$ cat config.mk
export PLATFORM = sky130hd
export DESIGN_NAME = decodificador_one_hot
export DESIGN_NICKNAME = d
export VERILOG_FILES = /design/src/rtl/decod_pkg.sv /design/src/rtl/onehot_dec.sv /design/src/rtl/decodificador_one_hot.sv
export SDC_FILE = /design/constraint.sdc
export NUM_CORES = 1
export LEC_CHECK = 0
export CORE_AREA = 2 2 46 80
export CTS_CLUSTER_DIAMETER = 60
export DETAILED_ROUTE_END_ITERATION = 10
export DIE_AREA = 0 0 48 82
export GPL_TIMING_DRIVEN = 1
export PLACE_DENSITY = 0.93
export SLEW_MARGIN = 20
export SYNTH_ARGS = -nofsm -noshare
export SYNTH_HDL_FRONTEND = slang
export SYNTH_SLANG_ARGS = --single-unit
$ cat constraint.sdc
create_clock -name clk -period 3.9 [get_ports clk]
set_input_delay 0.78 -clock clk [delete_from_list [all_inputs] [get_ports clk]]
set_output_delay 0.78 -clock clk [all_outputs]
set_load 0.05 [all_outputs]
$ cat src/rtl/decod_pkg.sv
// Shared definitions for the registered binary-to-one-hot decoder: FSM state
// encoding and default geometry.
package decod_pkg;

  localparam int DEF_IDX_W = 4;
  localparam int DEF_HOLD  = 4;
  localparam int DEF_OUT_W = 2 ** DEF_IDX_W;

  typedef enum logic [1:0] {
    ST_IDLE  = 2'd0,
    ST_HOLD  = 2'd1,
    ST_SWEEP = 2'd2
  } state_e;

endpackage

$ cat src/rtl/onehot_dec.sv
// Purely combinational binary-to-one-hot decode; the caller registers the result.
module onehot_dec #(
  parameter int IDX_W = 4
) (
  input  logic [IDX_W-1:0]      idx,
  output logic [2**IDX_W-1:0]   onehot
);

  localparam int OUT_W = 2 ** IDX_W;

  assign onehot = {{(OUT_W-1){1'b0}}, 1'b1} << idx;

endmodule

$ cat src/rtl/decodificador_one_hot.sv
// Registered one-hot decoder: holds each decoded word for HOLD cycles, and can
// self-run a sweep from the top bit down to bit 0.
module decodificador_one_hot
  import decod_pkg::*;
#(
  parameter int IDX_W = DEF_IDX_W,
  parameter int HOLD  = DEF_HOLD,
  localparam int OUT_W = 2 ** IDX_W
) (
  input  logic             clk,
  input  logic             rst,
  // Handshake: a request transfers on any rising edge where in_valid && in_ready.
  // in_ready depends only on state, so the requester may hold in_valid until then.
  input  logic             in_valid,
  output logic             in_ready,
  input  logic [IDX_W-1:0] in_idx,
  input  logic             in_none,
  input  logic             sweep_start,
  output logic [OUT_W-1:0] out,
  output logic             out_valid,
  output logic             busy,
  output logic             done,
  output logic [1:0]       state_dbg
);

  localparam logic [7:0] CNT_RELOAD = 8'(HOLD - 1);

  state_e           state_q, state_d;
  logic [IDX_W-1:0] idx_q, idx_d;
  logic [7:0]       cnt_q, cnt_d;
  logic [OUT_W-1:0] out_q, out_d;
  logic             out_valid_q, out_valid_d;
  logic             busy_q, busy_d;
  logic             done_q, done_d;
  logic [IDX_W-1:0] dec_idx;
  logic [OUT_W-1:0] dec_out;

  onehot_dec #(.IDX_W(IDX_W)) u_dec (
    .idx    (dec_idx),
    .onehot (dec_out)
  );

  always_comb begin
    state_d     = state_q;
    idx_d       = idx_q;
    cnt_d       = cnt_q;
    out_d       = out_q;
    out_valid_d = out_valid_q;
    done_d      = 1'b0;
    dec_idx     = idx_q;

    case (state_q)
      ST_IDLE: begin
        // sweep_start wins; a simultaneous request stays pending because in_ready falls.
        if (sweep_start) begin
          dec_idx     = IDX_W'(OUT_W - 1);
          idx_d       = IDX_W'(OUT_W - 1);
          out_d       = dec_out;
          out_valid_d = 1'b1;
          cnt_d       = CNT_RELOAD;
          state_d     = ST_SWEEP;
        end else if (in_valid && in_none) begin
          done_d = 1'b1;
        end else if (in_valid) begin
          dec_idx     = in_idx;
          idx_d       = in_idx;
          out_d       = dec_out;
          out_valid_d = 1'b1;
          cnt_d       = CNT_RELOAD;
          state_d     = ST_HOLD;
        end
      end

      ST_HOLD: begin
        if (cnt_q != 8'd0) begin
          cnt_d = cnt_q - 8'd1;
        end else begin
          out_d       = '0;
          out_valid_d = 1'b0;
          done_d      = 1'b1;
          state_d     = ST_IDLE;
        end
      end

      ST_SWEEP: begin
        if (cnt_q != 8'd0) begin
          cnt_d = cnt_q - 8'd1;
        end else if (idx_q != '0) begin
          dec_idx = idx_q - 1'b1;
          idx_d   = idx_q - 1'b1;
          out_d   = dec_out;
          cnt_d   = CNT_RELOAD;
        end else begin
          out_d       = '0;
          out_valid_d = 1'b0;
          done_d      = 1'b1;
          state_d     = ST_IDLE;
        end
      end

      default: begin
        out_d       = '0;
        out_valid_d = 1'b0;
        state_d     = ST_IDLE;
      end
    endcase

    busy_d = (state_d != ST_IDLE);
  end

  always_ff @(posedge clk) begin
    if (rst) begin
      state_q     <= ST_IDLE;
      idx_q       <= '0;
      cnt_q       <= 8'd0;
      out_q       <= '0;
      out_valid_q <= 1'b0;
      busy_q      <= 1'b0;
      done_q      <= 1'b0;
    end else begin
      state_q     <= state_d;
      idx_q       <= idx_d;
      cnt_q       <= cnt_d;
      out_q       <= out_d;
      out_valid_q <= out_valid_d;
      busy_q      <= busy_d;
      done_q      <= done_d;
    end
  end

  assign in_ready  = (state_q == ST_IDLE);
  assign out       = out_q;
  assign out_valid = out_valid_q;
  assign busy      = busy_q;
  assign done      = done_q;
  assign state_dbg = state_q;

endmodule

-- Yosys cells after proc, flatten, opt, wreduce, memory -nomap -nowiden
Index checks and enable logic that the tools add are counted.
- input bits: 9
- output and inout bits: 22
- register bits after elaboration: 33
- eq/ne operators: 9
- reductions and logical operators: 9
- shift operators: 1
- add/sub/neg operators: 2
- multiplexer cells: 40
- operator list (kind ; count):
    2-to-1 mux 16 bit ; 6
    2-to-1 mux 8 bit ; 6
    one-hot mux 16 bit (3 select lines) ; 1
    one-hot mux 8 bit (3 select lines) ; 1
    2-to-1 mux 4 bit ; 5
    left shift 1 x 4 -> 16 bit (first input constant) ; 1
    2-to-1 mux 2 bit ; 6
    2-to-1 mux 1 bit ; 11
    AND reduction 5 bit ; 2
    != test 2 bit (second input constant) ; 4
    one-hot mux 4 bit (2 select lines) ; 1
    nonzero test 8 bit ; 1
    subtractor 8 x 1 -> 8 bit (second input constant) ; 1
    != test 3 bit (second input constant) ; 2
    one-hot mux 1 bit (3 select lines) ; 2
    one-hot mux 2 bit (3 select lines) ; 1
    AND reduction 4 bit ; 1
    nonzero test 4 bit ; 1
    subtractor 4 x 1 -> 4 bit (second input constant) ; 1
    != test 3 x 2 -> 1 bit (second input constant) ; 1
    nonzero test 3 bit ; 1
    equality test 2 x 1 -> 1 bit (second input constant) ; 1
    equality test 2 bit (second input constant) ; 1
    zero test 2 bit ; 1
    other kinds (2) ; 2

-- Logic depth before layout (Yosys ltp)
Gate-level depths: netlist (run 1).
- depth in word-level cells: 9
- depth in mapped cells: 8

-- By module
From an unflattened synthesis (run 1), not the netlist that was laid out.
- cells, all modules: 240
- area total of the unflattened synthesis: 2165.8 sq um
- by module, submodules not included (module ; cells an instance ; area each (sq um) ; instances):
    decodificador_one_hot ; 220 ; 1889.3 ; 1
    onehot_dec ; 20 ; 276.5 ; 1

-- Worst setup path after synthesis (run 1)
Ideal clock, no wire load.
- kind: register to register
- from: reg state_q[1] (netlist: state_dbg[1])
- to: reg cnt_q[4]
- buffers on the path: 0
- cell stages (with the launch flop): 8
- library setup time: 70 ps
- data required time: 3830 ps
- data arrival time: 2679 ps
- slack: 1151 ps
- cells stage by stage: dfxtp_1 > inv_1 > ha_1 > nor2b_1 > a21oi_1 > nand3_1 > or4_2 > a21oi_1
- longest elaborated chain between the ends: 3
- ends and longest elaborated chain (what ; line ; source):
    from (decl) ; decodificador_one_hot.sv:28 ; state_e state_q, state_d;
    from (signal assigned) ; decodificador_one_hot.sv:121 ; state_q <= state_d;
    zero test 2 bit (*) ; -- ;
    via in_ready ; decodificador_one_hot.sv:15 ; output logic in_ready,
    != test 3 bit (no line) (tied with other cells) ; -- ;
    AND reduction 5 bit (no line) ; -- ;
    to (signal assigned) ; decodificador_one_hot.sv:123 ; cnt_q <= cnt_d;
    to (decl) ; decodificador_one_hot.sv:30 ; logic [7:0] cnt_q, cnt_d;
Mark *: on every way through the listed nets, which the timed path passes. The rest lies on a longest branch.
A chain may end at the register's enable or synchronous reset.

-- Worst setup path after layout (run 1)
- from: reg state_q[1] (netlist: state_dbg[1])
- to: out in_ready
- longest elaborated chain between the ends: 1
- ends and longest elaborated chain (what ; line ; source):
    zero test 2 bit ; decodificador_one_hot.sv:131 ; assign in_ready = (state_q == ST_IDLE);
    to (decl) ; decodificador_one_hot.sv:15 ;
No other way between the ends.

==> results of run 1 <==
-- final cells by class --
cell class | count | area (um^2) | area share (%)
repair buffers | 32 | 315.3 | 14.31
multi-input cells | 141 | 1059 | 48.04
clock inverters | 2 | 10.01 | 0.4543
well taps | 45 | 56.30 | 2.555
flip-flops and latches | 33 | 660.6 | 29.98
clock buffers | 6 | 72.57 | 3.294
inverters | 8 | 30.03 | 1.363
-- through the flow --
stage	power, mW	setup WS, ps	hold slack, ps
2_1_floorplan	0.6704	1151	484.7
3_3_place_gp	0.7574	922.5	448.4
3_5_place_dp	0.7649	845.0	447.5
4_1_cts	1.013	955.8	470.9
5_1_grt	1.068	832.8	479.1
6_report	1.016	948.9	467.3
-- synth_stat cells, types with 2 or more instances --
master     instances
a22o_1             9
or3b_2             2
o211ai_1           2
o2bb2ai_1          7
nor3_1             3
o21a_1             2
and2_1             2
inv_1              8
nor2_1            17
o21ai_0            5
a21boi_0           2
ha_1               7
a21oi_1            9
nand3b_1           3
or2_2              2
nor2b_1            4
o22a_1             2
a21o_1             4
or3_1              4
nor4_1             2
xor2_1             5
nand4_1            3
nand2_1            4
nor3b_1            4
nand3_1            3
dfxtp_1           33
a31oi_1            4
clkbuf_1           5
a211oi_1           2
-- report_power, final --
part | leakage (nW) | internal (mW) | switching [mW]
clock | 0.0450 | 0.124 | 0.130
combinational | 0.520 | 0.143 | 0.223
sequential | 0.269 | 0.366 | 0.0304
total | 0.835 | 0.632 | 0.384
-- sequential cells by signal (all words and copies together), names as in the netlist --
register and cells:
out_valid 1, done 1, state_dbg 2, cnt_q 8, busy 1, out 16
idx_q 4
-- logic make-up (layout without fill, tap and decap cells) --
kind of cell / after synthesis / count (layout) / synth area share [%]
buf+inv: 14 / 48 / 3.034
flops: 33 / 33 / 37.26
compound gates: 60 / 60 / 26.75
simple gates: 68 / 68 / 24.98
fa+ha+maj: 7 / 7 / 4.940
xor+xnor: 5 / 5 / 2.470
mux: 1 / 1 / 0.5646
-- worst max-delay path by stage --
stage                                  endpoint                     from  slack (ps)  depth (start not counted)
final                                  in_ready  state_dbg[1]$_SDFF_PP0_         950                          3
after global routing                   in_ready  state_dbg[1]$_SDFF_PP0_         830                          3
after CTS                              in_ready  state_dbg[1]$_SDFF_PP0_         960                          3
after detailed placement   out[12]$_SDFFE_PP0P_              sweep_start         850                          6
after global placement      out[8]$_SDFFE_PP0P_              sweep_start         920                          6
after floorplan           cnt_q[4]$_SDFFE_PP0P_  state_dbg[1]$_SDFF_PP0_        1150                          7
-- layer usage --
layer | up-vias | GRT usage (%) | routed length (um)
met5 | - | 0 | 0
met1 | 772 | 23.88 | 1588
met4 | 0 | 12.70 | 130
met3 | 10 | 5.495 | 148
met2 | 43 | 43.47 | 2400
li1 | 781 | - | -
==> key figures, run 1 <==
Synth
  – Synthesized instance count: 188
  – Yosys top cell by area: dfxtp_1
  – Synth cell types: 58
  – EDFF count, synth: 0
  – #FFs+latches synth: 33
  – Post-synthesis sequential area ratio: 37.26%
  – Synth warn: 0
  – Post-Syn Area: 1773 um^2
  – Asr flop ratio synth: 0%
  – Synth area leaders: dfxtp_1 37%, ha_1 4.9%, a22o_1 4.4%
  – Post-synthesis area per instance: 9.431 um^2
  – Predominant post-synthesis flop cell: dfxtp_1
  – Net Count, Synth: 204
  – Synth top area share: 37.26%

Worst setup path
  – CP endpoint kind: output pin
  – Worst path max stage delay: 900 ps
  – Largest delay share family, worst path: buffers and inverters
  – Flop2flop setup slack: 1180 ps
  – CP Cell Sequence: inv_1, ha_1, clkdlybuf4s50_1
  – R2R Path Start: state_dbg[1]$_SDFF_PP0_
  – Crit path max fanout: 15
  – Buffers & Inverters on Critical Path: 2
  – Setup CP Type: reg2out
  – R2r endpoint: out[15]$_SDFFE_PP0P_
  – Reg2Reg Depth: 6
  – Arr. time, crit path: 2170 ps
  – Worst setup SP type: flop
  – Data required, critical path: 3120 ps
  – Worst path slowest cell: clkdlybuf4s50_1

Drt
  – DR iter-0 viols: 32
  – Routed Antenna Nets: 0
  – Total Wirelength: 4.267 mm
  – First-pass iteration count of the detailed router: 6
  – Avg Vias per Cell: 6.015
  – DRC viols: 0
  – Vias: 1,606
  – Routed WL per cell: 15.98 um

Clocking
  – Hold Buf Count CTS: 0
  – Sink Count: 33
  – Clk root buf: clkbuf_8
  – Max Root-Sink Buffers: 2
  – Worst-Skew Late Latency: 290 ps
  – Post-cts sizing count: 0
  – H-Tree Depth: 2
  – CTS tree: done
  – Inserted Clock Buffers: 5
  – Post-CTS Setup Bufs: 0
  – Clk slew on worst S/H paths: 70 ps

Timing
  – Tightest Pin Transition: 740.2 ps
  – FMAX: 338.9 MHz
  – RSZ-0062 raised after global routing: no
  – Clk_skew: 10.84 ps
  – Final worst path period share: 75.67%
  – Pins Over Slew Limit: 0
  – Min Tclk post-route: 2951 ps
  – Setup TNS: 0 ps
  – Endpoints failing hold: 0
  – Final setup fails: 0
  – Relative slew slack: 50.54%

Global routing
  – GRT Overall Usage: 24.20%
  – First-pass GRT wire length: 6.789 mm
  – Number of global-route vias before repair: 1,521
  – Largest net degree at the start of global routing: 17
  – GRT overflow: 0
  – Initial antenna violation count: 0

Layout
  – Most common cell after layout, fill and taps aside: dfxtp_1
  – Layout cells sized above 1: 10.36%
  – Syn-to-layout area delta: 24.28%
  – Post-route insts no fill: 267
  – Nets@finish: 237
  – Util after Layout: 66.20%
  – Design Area, Final: 2203 um^2
  – Commonest cells after routing, fill and taps aside: 33 x dfxtp_1, 30 x clkdlybuf4s50_1, 17 x nor2_1
  – Diode count: 0
  – Filler instances: 268

Hold path
  – Worst hold stages: 1
  – Hold path endpoint: out[5]$_SDFFE_PP0P_
  – Hold path start: out[5]$_SDFFE_PP0P_
  – HP Class: reg2reg

Floorplan
  – Core ar.: 3328 um^2
  – Chip Height: 82 um
  – Num ports: 31
  – Die X: 48 um
  – Die area: 3936 um^2
  – Starting Density: 53.27%
  – Row count: 28

Flow run
  – Max_cap viols: 0

Pwr
  – Worst vdd ir: 0.0003231 V
  – Static Leakage: 0.8347 nW
  – Pwr dens: 461.1 nW/um^2

Run status
  – Status: finished clean

Place
  – Hpwl dp: 3.226 mm
  – Placed cell area: 2121 um^2
  – Placed insts: 259
  – Gpl congestion: 0.9097
  – I/O Buffers: 30
(Power assumes the default switching activity.)
==> run 2: changes to the inputs <==
--- a/config.mk
+++ b/config.mk
@@ -5,12 +5,12 @@
 export SDC_FILE = /design/constraint.sdc
 export NUM_CORES = 1
 export LEC_CHECK = 0
-export CORE_AREA = 2 2 46 80
+export CORE_AREA = 2 2 48 83
 export CTS_CLUSTER_DIAMETER = 60
 export DETAILED_ROUTE_END_ITERATION = 10
-export DIE_AREA = 0 0 48 82
+export DIE_AREA = 0 0 50 85
 export GPL_TIMING_DRIVEN = 1
-export PLACE_DENSITY = 0.93
+export PLACE_DENSITY = 0.87
 export SLEW_MARGIN = 20
 export SYNTH_ARGS = -nofsm -noshare
 export SYNTH_HDL_FRONTEND = slang
==> constraint.sdc (replaced) <==
create_clock -name clk -period 3 [get_ports clk]
set_input_delay 0.6 -clock clk [delete_from_list [all_inputs] [get_ports clk]]
set_output_delay 0.6 -clock clk [all_outputs]
set_load 0.05 [all_outputs]
==> run 2 against run 1 <==
Final area is 1.8% higher. Sequential power is 30% higher. First-iteration DRC count is 34% lower. Clock skew is 4.1 ps lower. Routed wire length is 2.7% higher. Largest power group unchanged. Highest routed layer unchanged.
==> key figures, run 2 (synthesis gave the netlist of run 1 again) <==
Timing
  – Final worst path period share: 93.84%
  – Relative slew slack: 62.72% (+12 points)
  – Min Tclk post-route: 2815 ps
  – Hold_ws: 465.8 ps (-1.432 ps)
  – RSZ-0062 raised after global routing: no
  – Clk_skew: 6.753 ps (-4.082 ps)
  – Final worst slack: 184.8 ps (-764.1 ps)
  – Endpoints failing hold: 0 (unchanged)
  – FMAX: 355.2 MHz
  – Setup TNS: 0 ps (unchanged)
  – Tightest Pin Transition: 559.1 ps (-181.1 ps)
  – Pins Over Slew Limit: 0 (unchanged)
  – Final setup fails: 0 (unchanged)

Global routing
  – First-pass GRT wire length: 7.362 mm (+8.4%)
  – Largest net degree at the start of global routing: 17 (unchanged)
  – GRT overflow: 0 (unchanged)
  – Initial antenna violation count: 0 (unchanged)
  – Number of global-route vias before repair: 1,617 (+6.3%)
  – GRT Overall Usage: 22.40% (-1.8 points)

Layout
  – Post-route insts no fill: 273 (+2.2%)
  – Commonest cells after routing, fill and taps aside: 33 x dfxtp_1, 30 x clkdlybuf4s50_1, 17 x nor2_1
  – Layout cells sized above 1: 12.33% (+2.0 points)
  – Diode count: 0 (unchanged)
  – Util after Layout: 62.42% (-3.8 points)
  – Syn-to-layout area delta: 26.46%
  – Max FFs per register: 16 (unchanged)
  – Most common cell after layout, fill and taps aside: dfxtp_1
  – Nets@finish: 242 (+2.1%)
  – Filler instances: 294 (+9.7%)
  – Design Area, Final: 2242 um^2 (+1.8%)

Clocking
  – Post-CTS Setup Bufs: 0 (unchanged)
  – Worst-Skew Late Latency: 290 ps (about the same)
  – CTS tree: done
  – Clk slew on worst S/H paths: 70 ps (about the same)
  – H-Tree Depth: 2 (unchanged)
  – Max Root-Sink Buffers: 2 (unchanged)
  – Clk root buf: clkbuf_8
  – Hold Buf Count CTS: 0 (unchanged)
  – Post-cts sizing count: 0 (unchanged)
  – Sink Count: 33 (unchanged)
  – Inserted Clock Buffers: 5 (unchanged)

Place
  – Place WS: 181.2 ps (-663.9 ps)
  – Gpl congestion: 0.8358 (-8.1%)
  – Placed insts: 265 (+2.3%)
  – I/O Buffers: 30 (unchanged)
  – Hpwl dp: 3.311 mm (+2.6%)
  – Placed cell area: 2160 um^2 (+1.8%)

Hold path
  – Hold path start: out[11]$_SDFFE_PP0P_
  – HP Class: reg2reg

Worst setup path
  – Worst setup SP type: flop
  – Crit path max fanout: 15 (unchanged)
  – Critical path launch point: state_dbg[1]$_SDFF_PP0_
  – Flop2flop setup slack: 470 ps (-710 ps)
  – Arr. time, crit path: 2220 ps (+50 ps)
  – R2r endpoint: out[12]$_SDFFE_PP0P_
  – Worst Setup EP: in_ready
  – Setup CP Type: reg2out
  – Reg2Reg Depth: 7 (+1)
  – R2R Path Start: state_dbg[1]$_SDFF_PP0_
  – CP endpoint kind: output pin
  – Data required, critical path: 2400 ps (-720 ps)

Drt
  – Vias: 1,606 (unchanged)
  – Total Wirelength: 4.382 mm (+2.7%)
  – DR iter-0 viols: 21 (-34%)
  – Avg Vias per Cell: 5.883 (-2.2%)
  – DRC viols: 0 (unchanged)
  – Routed WL per cell: 16.05 um (+0.44%)
  – Routed Antenna Nets: 0 (unchanged)
  – First-pass iteration count of the detailed router: 4 (-2)

Flow run
  – Max_cap viols: 0 (unchanged)

Floorplan
  – Chip Height: 85 um (+3.7%)
  – Num ports: 31 (unchanged)
  – Row count: 29 (+3.6%)
  – Core ar.: 3592 um^2 (+7.9%)
  – Die area: 4250 um^2 (+8.0%)
  – Starting Density: 49.36% (-3.9 points)
  – Die X: 50 um (+4.2%)

Pwr
  – Worst vdd ir: 0.0004547 V (+41%)
  – Pwr dens: 593.8 nW/um^2 (+29%)
  – Static Leakage: 0.8583 nW (+2.8%)
  – Design Power: 1.331 mW (+31%)

Run status
  – Status: finished clean
## run 2: cell count changes in the layout (fill, tap and decap cells not counted), sizes merged
cell / previous run / this run
buf: 2 / 7
## run 2: how the worst min path moves through the flow
stage	depth (start not counted)	slack, ps	end
floorplan	2	480	cnt_q[0]$_SDFFE_PP0P_
global placement	1	450	out[11]$_SDFFE_PP0P_
detailed placement	1	450	out[11]$_SDFFE_PP0P_
global route	1	490	out[11]$_SDFFE_PP0P_
finish	1	470	out[11]$_SDFFE_PP0P_
CTS	1	470	out[7]$_SDFFE_PP0P_
## run 2: area by class of cell
type	instances	area [um^2]	area share [%]
multi-input cells	141	1059	47.21
inverters	8	30.03	1.339
repair buffers	37	352.8	15.74
flip-flops and latches	33	660.6	29.46
well taps	46	57.56	2.567
clock buffers	6	72.57	3.237
clock inverters	2	10.01	0.4464
## run 2: worst max-delay path, stage by stage (launching register included)
cell and delay (ps):
dfxtp_1 400, inv_1 110, ha_1 510, clkdlybuf4s50_1 910
## run 2: power by group
part	internal, mW	switching [mW]
clock	0.161	0.161
combinational	0.199	0.294
sequential	0.476	0.0410
## run 2: routing by layer
layer / GRT usage [%] / vias up / wire length, um / share of wire, %
li1: - / 793 / - / -
met1: 22.26 / 755 / 1634 / 37
met2: 41.51 / 46 / 2445 / 56
met3: 4.754 / 12 / 150 / 3.4
met4: 12.12 / 0 / 151 / 3.4
met5: 0 / - / 0 / 0
==> run 3: changes to the inputs <==
--- a/config.mk
+++ b/config.mk
@@ -5,6 +5,7 @@
 export SDC_FILE = /design/constraint.sdc
 export NUM_CORES = 1
 export LEC_CHECK = 0
+export CAP_MARGIN = 10
 export CORE_AREA = 2 2 48 83
 export CTS_CLUSTER_DIAMETER = 60
 export DETAILED_ROUTE_END_ITERATION = 10
==> results of run 3 <==
No change in the layout: final DEF, timing and power equal those of run 2.
